## src/rtl/mem_arb_pkg.sv

```systemverilog
// mem_arb_pkg: shared types and constants for the unified-memory port arbiter.
//   owner_t         : which requester owns the in-flight memory transaction
//   state_t         : arbiter FSM states
//   MAX_MEM_LATENCY : largest supported memory read latency (cycles)
//   CNT_W           : width of the latency counter
package mem_arb_pkg;

    typedef enum logic {
        OWN_FETCH = 1'b0,
        OWN_DATA  = 1'b1
    } owner_t;

    typedef enum logic {
        ARB_IDLE = 1'b0,
        ARB_BUSY = 1'b1
    } state_t;

    localparam int MAX_MEM_LATENCY = 4;
    localparam int CNT_W           = $clog2(MAX_MEM_LATENCY);

endpackage

```

## src/rtl/mem_arb_pick.sv

```systemverilog
// mem_arb_pick: combinational winner selection between fetch and data.
// Configuration macro: ARB_ROUND_ROBIN_EN
//   undefined : data always wins a contested cycle
//   defined   : the requester that did not win last time wins a contested cycle
// Ports:
//   if_req, d_req : pending requests
//   allow         : a grant may be issued this cycle
//   last_winner   : owner of the most recent grant (only used when round-robin)
//   pick_if       : fetch wins this cycle
//   pick_d        : data wins this cycle
// pick_if and pick_d are mutually exclusive by construction.
module mem_arb_pick
    import mem_arb_pkg::*;
(
    input  logic   if_req,
    input  logic   d_req,
    input  logic   allow,
    input  owner_t last_winner,
    output logic   pick_if,
    output logic   pick_d
);

    logic prefer_d;

`ifdef ARB_ROUND_ROBIN_EN
    assign prefer_d = (last_winner == OWN_FETCH);
`else
    logic unused_last_winner;
    assign unused_last_winner = last_winner;
    assign prefer_d           = 1'b1;
`endif

    // An uncontested request always wins; prefer_d only breaks ties.
    assign pick_d  = allow && d_req && (!if_req || prefer_d);
    assign pick_if = allow && if_req && !pick_d;

endmodule

```

## src/rtl/mem_port_arbiter.sv

```systemverilog
// mem_port_arbiter: shares a single-port memory between instruction fetch and
// data load/store. One command in flight at a time; the returned word is routed
// to the requester that issued it after a fixed MEM_LATENCY.
// Configuration macro: ARB_ROUND_ROBIN_EN (round-robin tie break, see mem_arb_pick).
// Parameters:
//   ADDR_WIDTH  : byte address width
//   MEM_LATENCY : cycles from mem_en to mem_rdata valid, 1..MAX_MEM_LATENCY
// Ports:
//   clk, reset (async, active-low)
//   if_req/if_addr -> if_gnt, if_rvalid/if_rdata       : fetch requester
//   d_req/d_we/d_addr/d_wdata/d_wmask -> d_gnt,
//     d_rvalid/d_rdata                                 : load/store requester
//   mem_en/mem_we/mem_addr/mem_wdata/mem_wmask,
//     mem_rdata                                        : memory side
//   dbg_state, dbg_owner                               : FSM observation
// Handshake: a requester holds req and its payload stable until the cycle its
// gnt is 1; gnt and mem_en are combinational in that cycle. Exactly
// MEM_LATENCY cycles later rvalid pulses for one cycle with the result.
module mem_port_arbiter
    import mem_arb_pkg::*;
#(
    parameter int ADDR_WIDTH  = 32,
    parameter int MEM_LATENCY = 1
) (
    input  logic                  clk,
    input  logic                  reset,
    input  logic                  if_req,
    input  logic [ADDR_WIDTH-1:0] if_addr,
    output logic                  if_gnt,
    output logic                  if_rvalid,
    output logic [31:0]           if_rdata,
    input  logic                  d_req,
    input  logic                  d_we,
    input  logic [ADDR_WIDTH-1:0] d_addr,
    input  logic [31:0]           d_wdata,
    input  logic [3:0]            d_wmask,
    output logic                  d_gnt,
    output logic                  d_rvalid,
    output logic [31:0]           d_rdata,
    output logic                  mem_en,
    output logic                  mem_we,
    output logic [ADDR_WIDTH-1:0] mem_addr,
    output logic [31:0]           mem_wdata,
    output logic [3:0]            mem_wmask,
    input  logic [31:0]           mem_rdata,
    output state_t                dbg_state,
    output owner_t                dbg_owner
);

    localparam logic [CNT_W-1:0] CNT_LAST = CNT_W'(MEM_LATENCY - 1);

    state_t            state, state_nxt;
    owner_t            owner, owner_nxt;
    logic [CNT_W-1:0]  cnt, cnt_nxt;
    owner_t            last_winner;

    // Memory command bus is held between grants.
    logic [ADDR_WIDTH-1:0] hold_addr;
    logic                  hold_we;
    logic [31:0]           hold_wdata;
    logic [3:0]            hold_wmask;

    logic done;
    logic allow;
    logic pick_if;
    logic pick_d;
    logic grant;

    assign done  = (state == ARB_BUSY) && (cnt == CNT_LAST);
    // reset gates allow so no grant escapes while the arbiter is held in reset.
    assign allow = reset && ((state == ARB_IDLE) || done);
    assign grant = pick_if || pick_d;

    mem_arb_pick u_pick (
        .if_req      (if_req),
        .d_req       (d_req),
        .allow       (allow),
        .last_winner (last_winner),
        .pick_if     (pick_if),
        .pick_d      (pick_d)
    );

    // State register
    always_ff @(posedge clk or negedge reset) begin
        if (!reset) begin
            state <= ARB_IDLE;
            owner <= OWN_FETCH;
            cnt   <= '0;
        end else begin
            state <= state_nxt;
            owner <= owner_nxt;
            cnt   <= cnt_nxt;
        end
    end

`ifdef ARB_ROUND_ROBIN_EN
    always_ff @(posedge clk or negedge reset) begin
        if (!reset) begin
            last_winner <= OWN_FETCH;
        end else if (grant) begin
            last_winner <= pick_d ? OWN_DATA : OWN_FETCH;
        end
    end
`else
    assign last_winner = OWN_FETCH;
`endif

    // Held memory command fields, captured from whatever was driven at grant.
    always_ff @(posedge clk or negedge reset) begin
        if (!reset) begin
            hold_addr  <= '0;
            hold_we    <= 1'b0;
            hold_wdata <= '0;
            hold_wmask <= '0;
        end else if (grant) begin
            hold_addr  <= mem_addr;
            hold_we    <= mem_we;
            hold_wdata <= mem_wdata;
            hold_wmask <= mem_wmask;
        end
    end

    // Next state and outputs
    always_comb begin
        state_nxt = state;
        owner_nxt = owner;
        cnt_nxt   = cnt;

        // A grant on the completion cycle reloads the FSM, giving back-to-back
        // transactions with no idle gap.
        if (grant) begin
            state_nxt = ARB_BUSY;
            owner_nxt = pick_d ? OWN_DATA : OWN_FETCH;
            cnt_nxt   = '0;
        end else if (state == ARB_BUSY) begin
            if (done) begin
                state_nxt = ARB_IDLE;
                cnt_nxt   = '0;
            end else begin
                cnt_nxt = cnt + 1'b1;
            end
        end

        if_gnt    = pick_if;
        d_gnt     = pick_d;
        mem_en    = grant;
        mem_addr  = hold_addr;
        mem_we    = hold_we;
        mem_wdata = hold_wdata;
        mem_wmask = hold_wmask;
        if (pick_d) begin
            mem_addr  = d_addr;
            mem_we    = d_we;
            mem_wdata = d_wdata;
            mem_wmask = d_wmask;
        end else if (pick_if) begin
            // Fetches are reads; write data is left as it was.
            mem_addr  = if_addr;
            mem_we    = 1'b0;
            mem_wmask = 4'b0000;
        end

        if_rvalid = done && (owner == OWN_FETCH);
        d_rvalid  = done && (owner == OWN_DATA);
        if_rdata  = if_rvalid ? mem_rdata : 32'h0;
        d_rdata   = d_rvalid  ? mem_rdata : 32'h0;

        dbg_state = state;
        dbg_owner = owner;
    end

endmodule

```

## config.mk

```make
export PLATFORM = sky130hd
export DESIGN_NAME = mem_port_arbiter
export DESIGN_NICKNAME = d
export VERILOG_FILES = /design/src/rtl/mem_arb_pkg.sv /design/src/rtl/mem_arb_pick.sv /design/src/rtl/mem_port_arbiter.sv
export SDC_FILE = /design/constraint.sdc
export NUM_CORES = 1
export LEC_CHECK = 0
export ABC_AREA = 1
export BUFFER_PORTS_ARGS = -buffer_cell sky130_fd_sc_hd__clkbuf_2
export CELL_PAD_IN_SITES_DETAIL_PLACEMENT = 0
export CELL_PAD_IN_SITES_GLOBAL_PLACEMENT = 1
export CORE_UTILIZATION = 24
export DETAILED_ROUTE_END_ITERATION = 16
export GPL_TIMING_DRIVEN = 0
export PLACE_DENSITY = 0.81
export SLEW_MARGIN = 20
export SYNTH_ARGS = -nofsm -noshare
export SYNTH_HDL_FRONTEND = slang
export SYNTH_HIERARCHICAL = 1
export SYNTH_SLANG_ARGS = --single-unit
```

## constraint.sdc

```tcl
create_clock -name clk -period 2 [get_ports clk]
set_clock_uncertainty 0.2 [all_clocks]
set_input_delay 0.1 -clock clk [delete_from_list [all_inputs] [get_ports clk]]
set_output_delay 0.1 -clock clk [all_outputs]
set_load 0.02 [all_outputs]
```

== After elaboration in Yosys (flattened, before gate mapping) ==
Cells that the tools add are included.

* Add/sub/neg operators: 1
* Mux-type cells: 16
* Bitwise logic cells: 2
* Reduce and logical (&&, ||, !) cells: 12

{| class="wikitable"
|+ Operators by type and width
! operator !! count
|-
| $mux W32 || 5
|-
| $mux W4 || 2
|-
| $logic_and A1 B1 Y1 || 7
|-
| $mux W1 || 6
|-
| $mux W2 || 3
|-
| $add A2 B1 Y2 const B || 1
|-
| $logic_not A2 Y1 || 1
|-
| $logic_or A1 B1 Y1 || 2
|-
| $not A1 Y1 || 2
|-
| $reduce_bool A2 Y1 || 1
|-
| $logic_not A1 Y1 || 1
|}

* Register bits after elaboration: 73
* Input port bits: 137
* Output and inout bits: 140
* Word-level logic and storage cells: 38

== Logic depth before layout (Yosys ltp) ==
* Word-level depth: 9
* Gate-level depth with buffers: 12
* Gate-level depth less buffers: 9

== Hierarchy ==
The synthesis kept the hierarchy.

{| class="wikitable"
|+ By module, submodules not included
! module !! instances !! cells an instance !! area each (µm²) !! sequential area each (µm²)
|-
| mem_port_arbiter || 1 || 531 || 3,857.4 || 1,826.8
|-
| mem_arb_pick || 1 || 6 || 25.0 || 0.0
|}

== Worst setup path before layout ==
Ideal clock, no wire load.

* Kind: flip-flop to output port
* From: register cnt[0]
* To: output port mem_addr[11]
* Data arrival time: 1.938 ns
* Setup slack: -0.238 ns
* Cell stages (with the launch flop): 11
* Path buffers: 2
* Cell sequence: dfrtp_1 inv_1 ha_1 inv_1 a21boi_0 nand2_1 nor2_2 buf_2 buf_2 nand3_1 nand3_1

* Word-level cells in the longest chain between the ends: 9
* Elaborated cells between the ends (all ways): 10
* Those cells by class: mux (2); reduce/logical (8)

{| class="wikitable"
|+ RTL lines
! what !! line !! text
|-
| start: declaration || mem_port_arbiter.sv:54 || <nowiki>logic [CNT_W-1:0] cnt, cnt_nxt;</nowiki>
|-
| start signal: assignment || mem_port_arbiter.sv:92 || <nowiki>cnt <= cnt_nxt;</nowiki>
|-
| $logic_not A2 Y1 * || mem_port_arbiter.sv:69 || <nowiki>assign done = (state == ARB_BUSY) && (cnt == CNT_LAST);</nowiki>
|-
| $logic_and A1 B1 Y1 * || mem_port_arbiter.sv:69 ||
|-
| $logic_or A1 B1 Y1 * || mem_port_arbiter.sv:71 || <nowiki>assign allow = reset && ((state == ARB_IDLE) || done);</nowiki>
|-
| $logic_and A1 B1 Y1 * || mem_port_arbiter.sv:71 ||
|-
| net allow || mem_port_arbiter.sv:64 || <nowiki>logic allow;</nowiki>
|-
| $logic_and A1 B1 Y1 || mem_arb_pick.sv:34 || <nowiki>assign pick_d = allow && d_req && (!if_req || prefer_d);</nowiki>
|-
| $logic_not A1 Y1 || mem_arb_pick.sv:35 || <nowiki>assign pick_if = allow && if_req && !pick_d;</nowiki>
|-
| $logic_and A1 B1 Y1 * || mem_arb_pick.sv:35 ||
|-
| net if_gnt || mem_port_arbiter.sv:29 || <nowiki>output logic if_gnt,</nowiki>
|-
| $mux W32 * || mem_port_arbiter.sv:156 || <nowiki>end else if (pick_if) begin</nowiki>
|-
| $mux W32 * || mem_port_arbiter.sv:151 || <nowiki>if (pick_d) begin</nowiki>
|-
| end: declaration || mem_port_arbiter.sv:42 || <nowiki>output logic [ADDR_WIDTH-1:0] mem_addr,</nowiki>
|}

Mark *: on every way through the listed nets, which the timed path passes. The rest lies on a longest branch.

== Worst setup path after layout ==
* From: register cnt[1]
* To: output port d_rdata[15]

* Word-level cells in the longest chain between the ends: 4

{| class="wikitable"
|+ RTL lines
! what !! line !! text
|-
| $logic_not A2 Y1 || mem_port_arbiter.sv:69 ||
|-
| $logic_and A1 B1 Y1 || mem_port_arbiter.sv:69 ||
|-
| $logic_and A1 B1 Y1 || mem_port_arbiter.sv:164 || <nowiki>d_rvalid = done && (owner == OWN_DATA);</nowiki>
|-
| $mux W32 || mem_port_arbiter.sv:166 || <nowiki>d_rdata = d_rvalid ? mem_rdata : 32'h0;</nowiki>
|-
| end: declaration || mem_port_arbiter.sv:39 || <nowiki>output logic [31:0] d_rdata,</nowiki>
|}

No other way between the ends.

==> results.sh <==
export IMPL_outcome="finished with violations"
export IMPL_violations="setup timing"
export IMPL_drive_gt1_share_pct=57.4
export IMPL_drt_iter0_markers=182
export IMPL_first_global_vias=5501
export IMPL_drt_met1_wl_um=6720
export IMPL_hold_class="input pin to asynchronous set/reset pin"
export IMPL_crit_start="cnt[1]"
export IMPL_cts_inserted_buffers=9
export IMPL_cp_start_kind="register"
export IMPL_drt_wl_total_um=19000
export IMPL_hold_viol=0
export IMPL_period_needed_ps=2430
export IMPL_syn_area_per_cell_um2=7.24
export IMPL_die_area_um2=16700
export IMPL_power_density_nw_per_um2=1010
export IMPL_clock_sinks=73
export IMPL_dr_pass1_iters=4
export IMPL_fmax_mhz=411
export IMPL_drv_slew=0
export IMPL_core_area_um2=15800
export IMPL_power_leakage_nw=5.01
export IMPL_final_nets=1097
export IMPL_holdWs_ps=148
export IMPL_port_buffers=276
export IMPL_fill_cells=1206
export IMPL_worstSetupPathType="register to output pin"
export IMPL_synth_area_um2=3880
export IMPL_grt_pass1_wl_um=26500
export IMPL_cts_root_buf="clkbuf_16"
export IMPL_vias=5336
export IMPL_setup_slack_ps=-431
export IMPL_num_antenna_cells=0
export IMPL_critPathRequiredTime_ps=1700
export IMPL_yosys_warnings=6
export IMPL_route_antenna_remaining_nets=0
export IMPL_insertion_delay_ps=340
export IMPL_grt_antenna_before_repair=0
export IMPL_drc=0
export IMPL_start_util_pct=24.5
export IMPL_fin_util_pct=60.8
export IMPL_syn_inst=536
export IMPL_max_slew_worst_pin_slew_ps=277
export IMPL_wl_met3_um=1170
export IMPL_met2_length_um=10400
export IMPL_place_inst=1029
export IMPL_critPathCaptureType="output pin"
export IMPL_ir_worst_vdd_v=0.000696
export IMPL_power_frac_clock_pct=18.3
export IMPL_viasPerCell=4.53
export IMPL_p_sw_mw=3.88
export IMPL_hpwl_um=10300
export IMPL_clockBufferDepth=2
export IMPL_p_int_mw=5.86
export IMPL_p_comb_share_pct=60.2
export IMPL_reg2reg_from="cnt[1]"
export IMPL_grt_remaining_overflow=0
export IMPL_switching_share_pct=39.8
export IMPL_area_growth_pct=148
export IMPL_rows=46
export IMPL_drv_cap=0
export IMPL_arrival_ps=2130
export IMPL_tritoncts="built"
export IMPL_grt_use_total_pct=20.7
export IMPL_rsz0062_at_grt="yes"
export IMPL_finalCritPeriodShare_pct=122
export IMPL_grt_max_degree=41
export IMPL_wire_per_inst_um=16.1
export IMPL_slew_headroom_pct=81.5
export IMPL_worstPathMaxFanout=8
export IMPL_place_gp_congestion=0.753
export IMPL_die_width_um=129
export IMPL_die_y_um=129
export IMPL_setup_viol=136
export IMPL_synth_nets=674
export IMPL_pin_count=277
export IMPL_htree_levels=3
export IMPL_instances_no_fill=1179
export IMPL_clkTransAtPathRegs_ps=70
export IMPL_seq_power_share_pct=21.5
export IMPL_highest_layer="met4"
-- repair_timing --
item,CTS,global route
pin swaps,10,11
endpoints found under the hold margin,121,0
hold buffers,103,0
resized for setup,436,198
gates cloned,9,0
endpoints found under the setup margin,190,148
setup buffers,21,4
-- cell type report --
type | instances | area (µm²) | area share [%]
sequential | 73 | 1830 | 19.0
clock inverter | 5 | 78.8 | 0.819
inverter | 44 | 185 | 1.92
timing repair buffer | 412 | 3940 | 40.9
multi-input combinational | 390 | 2660 | 27.6
tap | 216 | 270 | 2.81
clock buffer | 10 | 239 | 2.48
buffer | 29 | 433 | 4.50
-- per-stage QoR --
stage          total power [mW]  setup TNS, ps  instance area, µm²  setup WS (ps)
3_5_place_dp               5.33         -18870                5710           -312
2_1_floorplan              4.19              0                4040           4.47
4_1_cts                    9.13         -37860                9130           -378
5_1_grt                    10.2         -52800                9630           -508
6_report                   9.74         -40160                9630           -431
3_3_place_gp               5.30        -178950                5690          -1350
-- path summary, 6_finish.rpt --
check	end	slack (ps)	cells after the start
worst max-delay path	d_rdata[15]	-430	11
worst min-delay path	hold_addr[25]	150	3
worst max register to register	hold_addr[8]	60	12
worst min register to register	hold_wdata[4]	270	2
max in group asynchronous	hold_wdata[9]	960	4
min in group clk	dbg_owner	220	6
-- placed cells by master, fill, tap and decap left out, types with 4 or more instances in the layout --
master and n:
nand2_1 156, clkbuf_2 141, dlygate4sd3_1 102, dfrtp_1 73
nand2_2 56, nand3_2 55, clkbuf_8 55, nor2_4 54
buf_8 47, buf_6 43, inv_1 36, nand3_1 29
buf_4 23, buf_12 15, nand3_4 12, nor2_1 11
clkbuf_16 9, nand2_4 7, clkbuf_4 7, buf_16 5
inv_2 4, nor2_2 4
-- power groups by stage --
stage | Clock [mW] | Sequential (mW) | Combinational (mW)
2_1_floorplan | 0 | 2.03 | 2.15
3_3_place_gp | 0 | 2.04 | 3.26
3_5_place_dp | 0 | 2.05 | 3.29
4_1_cts | 1.81 | 2.06 | 5.26
5_1_grt | 1.87 | 2.13 | 6.21
6_report | 1.78 | 2.09 | 5.87
-- per-layer routing --
layer | vias to the layer above | GRT usage, %
met5 | - | 0
met4 | 0 | 10.2
met3 | 49 | 4.25
met2 | 230 | 40.5
met1 | 2543 | 20.6
li1 | 2514 | -
-- critical path, stage by stage, from the launching register on --
cell and delay [ps]:
dfrtp_1 390, inv_2 70, ha_4 130, buf_4 100, buf_6 90, nand2_4 50
buf_6 130, nor2_4 140, inv_6 100, buf_16 150, nor2_1 180, clkbuf_4 240
-- flip-flops by register name (all words and copies together) (netlist names) --
name,cells
dbg_owner,1
hold_addr,32
hold_wdata,32
dbg_state,1
hold_we,1
hold_wmask,4
cnt,2
No activity file was read; power rests on OpenSTA's default activity.
